===== src/rtl/quad_nco_if.sv =====
// Control and sample bus of the quadrature NCO: tuning/phase controls in,
// quadrature samples and their strobe out.
interface quad_nco_if #(
    parameter int PBITS = 32,
    parameter int QBITS = 15
);
    logic                    en_i;
    logic                    phase_clr_i;
    logic                    ftw_load_i;
    logic [PBITS-1:0]        ftw_i;
    logic [PBITS-1:0]        poff_i;
    logic signed [QBITS:0]   sin_o;
    logic signed [QBITS:0]   cos_o;
    logic                    valid_o;

    modport master (
        output en_i, phase_clr_i, ftw_load_i, ftw_i, poff_i,
        input  sin_o, cos_o, valid_o
    );

    modport slave (
        input  en_i, phase_clr_i, ftw_load_i, ftw_i, poff_i,
        output sin_o, cos_o, valid_o
    );
endinterface


===== src/rtl/quad_nco.sv =====
// Quadrature NCO: phase accumulator plus offset, truncated and looked up in one
// shared quarter-wave sine table (two read ports). Two-stage pipeline.
module quad_nco #(
    parameter int PBITS = 32,
    parameter int ABITS = 8,
    parameter int QBITS = 15
) (
    input  logic       clk,
    input  logic       rst_n,
    quad_nco_if.slave  bus
);
    localparam int  QN = 2 ** (ABITS - 2);
    localparam real PI = 3.14159265358979323846;

    typedef logic [QN-1:0][QBITS-1:0] lut_t;

    function automatic lut_t gen_lut();
        lut_t t;
        for (int i = 0; i < QN; i++) begin
            t[i] = QBITS'($rtoi($sin(2.0 * PI * real'(i) / real'(2 ** ABITS))
                                * real'(2 ** QBITS)));
        end
        return t;
    endfunction

    localparam lut_t QLUT = gen_lut();

    function automatic logic [ABITS-1:0] phase_addr(input logic [PBITS-1:0] acc,
                                                     input logic [PBITS-1:0] poff);
        return ABITS'((acc + poff) >> (PBITS - ABITS));
    endfunction

    // Quadrant fold: odd quadrants read the table backwards (~l == QN-1-l), the
    // upper half negates. The stored magnitude is below 2**QBITS, so -s is safe.
    function automatic logic signed [QBITS:0] wave_lookup(input logic [ABITS-1:0] a);
        logic                  q;
        logic                  h;
        logic [ABITS-3:0]      l;
        logic [ABITS-3:0]      qa;
        logic signed [QBITS:0] s;
        q  = a[ABITS-1];
        h  = a[ABITS-2];
        l  = a[ABITS-3:0];
        qa = h ? ~l : l;
        s  = {1'b0, QLUT[qa]};
        return q ? -s : s;
    endfunction

    logic [PBITS-1:0]      acc_q, acc_d;
    logic [PBITS-1:0]      ftw_q, ftw_d;
    logic [ABITS-1:0]      as_p1_q, as_p1_d;
    logic [ABITS-1:0]      ac_p1_q, ac_p1_d;
    logic                  vld_p1_q, vld_p1_d;
    logic signed [QBITS:0] sin_p2_q, sin_p2_d;
    logic signed [QBITS:0] cos_p2_q, cos_p2_d;
    logic                  vld_p2_q, vld_p2_d;

    always_comb begin
        acc_d    = acc_q;
        ftw_d    = ftw_q;
        as_p1_d  = as_p1_q;
        ac_p1_d  = ac_p1_q;
        vld_p1_d = bus.en_i;
        sin_p2_d = sin_p2_q;
        cos_p2_d = cos_p2_q;
        vld_p2_d = vld_p1_q;

        // Stage 0: sample uses the accumulator value before this edge's update
        if (bus.phase_clr_i) begin
            acc_d = '0;
        end else if (bus.en_i) begin
            acc_d = acc_q + ftw_q;
        end
        if (bus.ftw_load_i) begin
            ftw_d = bus.ftw_i;
        end
        if (bus.en_i) begin
            as_p1_d = phase_addr(acc_q, bus.poff_i);
            ac_p1_d = as_p1_d + ABITS'(QN);
        end

        // Stage 1: table lookup, outputs hold between samples
        if (vld_p1_q) begin
            sin_p2_d = wave_lookup(as_p1_q);
            cos_p2_d = wave_lookup(ac_p1_q);
        end
    end

    always_ff @(posedge clk or negedge rst_n) begin
        if (!rst_n) begin
            acc_q    <= '0;
            ftw_q    <= '0;
            as_p1_q  <= '0;
            ac_p1_q  <= '0;
            vld_p1_q <= 1'b0;
            sin_p2_q <= '0;
            cos_p2_q <= '0;
            vld_p2_q <= 1'b0;
        end else begin
            acc_q    <= acc_d;
            ftw_q    <= ftw_d;
            as_p1_q  <= as_p1_d;
            ac_p1_q  <= ac_p1_d;
            vld_p1_q <= vld_p1_d;
            sin_p2_q <= sin_p2_d;
            cos_p2_q <= cos_p2_d;
            vld_p2_q <= vld_p2_d;
        end
    end

    assign bus.sin_o   = sin_p2_q;
    assign bus.cos_o   = cos_p2_q;
    assign bus.valid_o = vld_p2_q;

endmodule


===== src/flat_wrapper.sv =====
// flat-port wrapper written by rule: the top's interface ports become plain ports
module quad_nco_flat 
#(
    parameter int PBITS = 32,
    parameter int ABITS = 8,
    parameter int QBITS = 15
)
  (clk, rst_n, bus_en_i, bus_phase_clr_i, bus_ftw_load_i, bus_ftw_i, bus_poff_i, bus_sin_o, bus_cos_o, bus_valid_o);
  quad_nco_if #(.PBITS(PBITS), .QBITS(QBITS)) bus_i ();
  input  logic clk;
  input  logic rst_n;
  input wire logic [$bits(bus_i.en_i)-1:0] bus_en_i;
  input wire logic [$bits(bus_i.phase_clr_i)-1:0] bus_phase_clr_i;
  input wire logic [$bits(bus_i.ftw_load_i)-1:0] bus_ftw_load_i;
  input wire logic [$bits(bus_i.ftw_i)-1:0] bus_ftw_i;
  input wire logic [$bits(bus_i.poff_i)-1:0] bus_poff_i;
  output wire logic [$bits(bus_i.sin_o)-1:0] bus_sin_o;
  output wire logic [$bits(bus_i.cos_o)-1:0] bus_cos_o;
  output wire logic [$bits(bus_i.valid_o)-1:0] bus_valid_o;
  assign bus_i.en_i = bus_en_i;
  assign bus_i.phase_clr_i = bus_phase_clr_i;
  assign bus_i.ftw_load_i = bus_ftw_load_i;
  assign bus_i.ftw_i = bus_ftw_i;
  assign bus_i.poff_i = bus_poff_i;
  assign bus_sin_o = bus_i.sin_o;
  assign bus_cos_o = bus_i.cos_o;
  assign bus_valid_o = bus_i.valid_o;
  quad_nco #(.PBITS(PBITS), .ABITS(ABITS), .QBITS(QBITS)) u_core (.clk(clk), .rst_n(rst_n), .bus(bus_i));
endmodule

===== config.mk =====
export PLATFORM = sky130hd
export DESIGN_NAME = quad_nco_flat
export DESIGN_NICKNAME = d
export VERILOG_FILES = /design/src/rtl/quad_nco_if.sv /design/src/rtl/quad_nco.sv /design/src/flat_wrapper.sv
export SDC_FILE = /design/constraint.sdc
export NUM_CORES = 1
export LEC_CHECK = 0
export ABC_AREA = 1
export BUFFER_PORTS_ARGS = -buffer_cell sky130_fd_sc_hd__buf_4
export CORE_AREA = 2 2 187 97
export CTS_BUF_LIST = sky130_fd_sc_hd__clkbuf_8
export CTS_CLUSTER_DIAMETER = 150
export DETAILED_ROUTE_END_ITERATION = 7
export DIE_AREA = 0 0 189 99
export GPL_ROUTABILITY_DRIVEN = 0
export PLACE_DENSITY = 0.89
export SLEW_MARGIN = 10
export SYNTH_ARGS = -nofsm -noshare
export SYNTH_HDL_FRONTEND = slang
export SYNTH_SLANG_ARGS = --single-unit

===== constraint.sdc =====
create_clock -name clk -period 2.9 [get_ports clk]
set_input_delay 0 -clock clk [delete_from_list [all_inputs] [get_ports clk]]
set_output_delay 0 -clock clk [all_outputs]
set_load 0.01 [all_outputs]

# Word-level counts from Yosys, hierarchy flattened

Memories as Yosys holds them, arrays and structs flattened.
Index checks and enable logic that the tools add are counted.

Output and inout bits: 33
Bits in read-only memories: 1920
Memories: 2
Input port bits: 69
Word-level logic and storage cells: 28
Register bits: 114

Add/sub/neg operators: 5
Multiplexer cells: 8
Reductions and logical operators: 1
Bitwise operators: 2
Order comparisons: 2

Memories:

| name            | depth | bits a word | rd ports | clocked after memory_dff | write ports | line           | text |
|---|---|---|---|---|---|---|---|
| (no name shown) | 64    | 15          | 1        | 0                        | 0           | quad_nco.sv:45 | `s = {1'b0, QLUT[qa]};` |
| (no name shown) | 64    | 15          | 1        | 0                        | 0           | quad_nco.sv:45 |  |

Operators with widths:

| kind                                                       | number |
|---|---|
| adder 32 bit                                               | 2 |
| 2-to-1 mux 32 bit                                          | 2 |
| 2-to-1 mux 16 bit                                          | 2 |
| negation 15 -> 16 bit                                      | 2 |
| 2-to-1 mux 15 bit                                          | 2 |
| less-than comparator 6 x 7 -> 1 bit, second input constant | 2 |
| 2-to-1 mux 6 bit                                           | 2 |
| inverter 6 bit                                             | 2 |
| adder 8 x 7 -> 8 bit, second input constant                | 1 |
| nonzero test 2 bit                                         | 1 |

# Logic depth before layout (Yosys ltp)

Depth in word-level cells: 6
Depth in mapped cells: 20
Depth with buffers taken out: 19

# Worst setup path before layout

Ideal clock, no wire load.

Path kind: reg-to-reg
Start: register u_core.ac_p1_q[2]
End: register u_core.cos_p2_q[4] (netlist: u_core.bus.cos_o[4])
Required time: 2.783 ns
Period minus slack after synthesis: 2.216 ns
Setup time: 0.117 ns
Slack: 0.684 ns
Stages on the path, launching flop included: 20
Path buffers: 2
Arrival: 2.100 ns
Path through: dfrtp_1 > buf_4 > inv_2 > nand2_2 > nand2_4 > buf_6 > nand2_1 > nand3_1 > nand3_1 > nand2_1 > nand2_1 > and2_1 > ha_1 > inv_1 > nor2_2 > nand2_1 > nand2_4 > xor2_1 > nand2_1 > nand2_1

Longest elaborated chain between the ends: 6

RTL lines:

| what                                        | line            | text |
|---|---|---|
| start, declared                             | quad_nco.sv:52  | `logic [ABITS-1:0] ac_p1_q, ac_p1_d;` |
| start signal, assigned                      | quad_nco.sv:103 | `ac_p1_q <= ac_p1_d;` |
| inverter 6 bit                              | quad_nco.sv:44  | `qa = h ? ~l : l;` |
| 2-to-1 mux 6 bit (*)                        | quad_nco.sv:44  |  |
| memory (64 x 15 bit) (*)                    | n/a             |  |
| 2-to-1 mux 15 bit (implied by the code) (*) | quad_nco.sv:45  |  |
| negation 15 -> 16 bit                       | quad_nco.sv:46  | `return q ? -s : s;` |
| 2-to-1 mux 16 bit (*)                       | quad_nco.sv:46  |  |
| end signal, assigned                        | quad_nco.sv:106 | `cos_p2_q <= cos_p2_d;` |
| end, declared                               | quad_nco.sv:55  | `logic signed [QBITS:0] cos_p2_q, cos_p2_d;` |

Every way passes the cells marked *; elsewhere a longest branch is shown, timed or not. The select of a mux whose other input is x is not followed.
A chain may end at the register's enable or synchronous reset.

# Final worst setup path

Start: register u_core.acc_q[3]
End: register u_core.acc_q[18]

Longest elaborated chain between the ends: 3

RTL lines:

| what                   | line            | text |
|---|---|---|
| start, declared        | quad_nco.sv:49  | `logic [PBITS-1:0] acc_q, acc_d;` |
| start signal, assigned | quad_nco.sv:91  | `acc_q <= '0;` |
| start signal, assigned | quad_nco.sv:100 | `acc_q <= acc_d;` |
| adder 32 bit           | quad_nco.sv:72  | `acc_d = acc_q + ftw_q;` |
| 2-to-1 mux 32 bit      | quad_nco.sv:71  | `end else if (bus.en_i) begin` |
| 2-to-1 mux 32 bit      | quad_nco.sv:69  | `if (bus.phase_clr_i) begin` |

No other way between the ends. The select of a mux whose other input is x is not followed.

==> results by group <==
Outcome
  • Status: finished with violations
  • Failing checks: DRC

Yosys
  • Area leader, netlist: dfrtp_1
  • Post-synth top area share: 26.2%
  • Synth cell types: 51
  • Synth Instances: 1581
  • Ys flop type: dfrtp_1
  • Seq cells post-synth: 108
  • FFs w/ async S/R, synth: 100%
  • Sequential area share after synthesis: 26.2%
  • Largest cells by area after synthesis: dfrtp_1, nand2_1, nand3_1, ha_1, o21ai_0
  • Yosys warns: 0
  • Post-Syn Area: 0.0103 mm2
  • Syn Area/Cell: 6.52 um2
  • Post-synth EDFFs: 0
  • Syn Nets: 1714

Clock network
  • Clock Sinks: 108
  • CTS buffer count: 9
  • Clock Tree Buf Depth: 2
  • TritonCTS clock tree: yes
  • Root buffer cell: clkbuf_8
  • H-tree depth: 3
  • Worst-path clk slew: 0.10 ns
  • Skew-Pair Late Insertion Delay: 0.41 ns

Detailed routing
  • Antenna Violating Nets Remaining: 0
  • DRT met1 WL: 14400 um
  • DR WL met3: 5730 um
  • DRC violations left: 159
  • Max Used Layer: met4
  • Metal2 WL: 12100 um
  • Wire length per cell: 17.0 um
  • Pre-antenna DRT Iters: 8
  • Vias: 11796
  • Initial DRC Count: 1987
  • Vias/cell: 6.08
  • Post-Route WL: 33000 um

Worst setup path
  • Crit Path Max Fanout: 5
  • Critical Path AT: 3.02 ns
  • Worst Path Buf+Inv: 1
  • Critical path endpoint category: register
  • Critical path cell sequence: ha_1, a21oi_1, o21ai_0, a21oi_1, inv_1, a21oi_1, o21ai_0, o21ai_0, nand2_1
  • Req. time, crit path: 3.17 ns
  • Delay-heaviest family, CP: compound AO/OA/AOI/OAI gates
  • Crit-path slowest cell: a21oi_1
  • Delay of the slowest critical-path stage: 0.43 ns
  • Crit Path Category: register to register
  • CP startpoint kind: register

Floorplan
  • Top-level port count: 102
  • Initial core utilization: 60.4%
  • Die Span Y: 99 um
  • Die W: 189 um
  • Die Footprint: 0.0187 mm2
  • Row count: 34
  • Core footprint: 0.0171 mm2

Finish
  • Most common cell after layout, fill and taps aside: nand2_1
  • Fill count: 1438
  • Area growth syn-to-layout: 15.1%
  • Share of cells above drive strength 1: 14.2%
  • Final #Nets: 1834
  • Most frequent cells in the layout: nand2_1, nand3_1, inv_1, buf_4, nor2_1
  • Number of diodes: 0

Placement
  • Pre-CTS WS: 0.139 ns
  • HPWL Detailed: 25300 um
  • I/O Buffers: 101

Timing
  • Slew Limit Fails: 0
  • Fmax: 364 MHz
  • Fin. Hold Viols: 0
  • Least-Margin Pin Slew: 0.672 ns
  • Post-route setup slack: 0.153 ns
  • Min Tclk post-route: 2.75 ns
  • Final period util: 94.7%
  • Setup Skew: 0.0219 ns
  • Final setup viols: 0
  • Slew HR: 55.2%
  • Post-Route Setup TNS: 0 ns
  • Fin Hold WS: 0.0950 ns

Hold path
  • Hold crit path type: input port to register

Pwr
  • PwrDens: 970 mW/mm2
  • VDD IR-drop max: 443 uV
  • Leak Pwr: 0.00614 uW

GRT
  • GRT Total Usage: 35.9%
  • Initial antenna violation count: 0
  • Largest net degree at the start of global routing: 109
  • Vias in the first global route: 10563
  • First-pass GRT wire length: 53600 um
  • GR Overflow Total: 0

Run
  • # Max-Cap Violations: 0
what timing repair did:
item,4_1_cts,5_1_grt
buffers inserted,0,1
resized for setup,0,18
endpoints found under the setup margin,0,23
hold buffers,35,0
endpoints found under the hold margin,153,0
per-layer routing:
layer  track usage (%)  vias up
li1                  -     5526
met1              53.8     5292
met2              47.6      867
met3              14.1      111
met4              7.03        0
met5              2.82        -
final timing paths:
check / startpoint / to / slack [ns] / cells past startpoint
min in group asynchronous: rst_n / u_core.acc_q[14]$_DFFE_PN0P_ / 0.22 / 3
worst max-delay path: u_core.acc_q[3]$_DFFE_PN0P_ / u_core.acc_q[18]$_DFFE_PN0P_ / 0.15 / 9
max in group asynchronous: rst_n / u_core.as_p1_q[6]$_DFFE_PN0P_ / 2.20 / 3
worst min register to register: u_core.bus.sin_o[5]$_DFFE_PN0P_ / u_core.bus.sin_o[5]$_DFFE_PN0P_ / 0.49 / 2
worst min-delay path: bus_ftw_load_i / u_core.ftw_q[1]$_DFFE_PN0P_ / 0.09 / 3
worst max register to register: u_core.acc_q[3]$_DFFE_PN0P_ / u_core.acc_q[18]$_DFFE_PN0P_ / 0.15 / 9
report_power, final:
part	switching (uW)	total, uW	internal (uW)
Sequential	415	2320	1900
Combinational	5400	8110	2710
Clock	561	1060	503
cell families after synthesis:
kind of cell | synth area share (%)
XOR/XNOR | 1.69
AND/OR/NAND/NOR | 39.0
AO/OA/AOI/OAI | 14.3
multiplexers | 3.39
adder cells (fa/ha/maj) | 7.85
flip-flops | 26.2
buffers and inverters | 7.48
registers in the layout (all words and copies together) (netlist names):
register / flops
u_core.bus.sin_o: 16
u_core.bus.cos_o: 16
u_core.ac_p1_q: 8
u_core.acc_q: 32
u_core.vld_p1_q: 1
u_core.bus.valid_o: 1
u_core.as_p1_q: 2
u_core.ftw_q: 32
worst min-delay path: cells and delay by family:
kind	cells	cell delay, ns
AO/OA/AOI/OAI	1	0.08
buffers and inverters	1	0.26
AND/OR/NAND/NOR	1	0.10
final cells by class:
type | count | area (um2) | share of cell area, %
tap | 234 | 293 | 2.47
timing repair buffer | 154 | 1260 | 10.6
multi-input combinational | 1297 | 6890 | 58.1
clock inverter | 5 | 77.6 | 0.654
sequential | 108 | 2710 | 22.8
clock buffer | 10 | 138 | 1.16
inverter | 131 | 494 | 4.17
stage by stage:
stage	std cells	total power, uW	instance area, um2	utilization [%]
after floorplan	1581	7890	10300	-
after global placement	1887	9680	11200	65.8
after detailed placement	1887	9880	11200	65.8
after CTS	1937	11000	11800	69.1
after global routing	1939	12500	11900	69.5
final	1939	11500	11900	69.5
synth_stat cells, types with 3 or more instances:
library cell	n
nand2_1	530
nand3_1	176
inv_1	123
dfrtp_1	108
nor2_1	107
o21ai_0	100
a21oi_1	85
ha_1	63
mux2_2	31
nand2_2	28
nand4_1	18
clkbuf_1	17
nor3_1	17
a31oi_1	14
buf_2	13
xor2_1	13
a21o_1	12
o21bai_1	10
nand3b_1	9
buf_4	8
buf_6	8
inv_2	8
nand2_4	8
a21boi_0	7
or2_2	7
nand3_2	6
nor2_2	6
o211ai_1	6
xnor2_1	5
o21ai_1	4
a221oi_1	3
nor2_4	3
o31ai_1	3
Note: power is estimated with default switching activity, not from simulation.
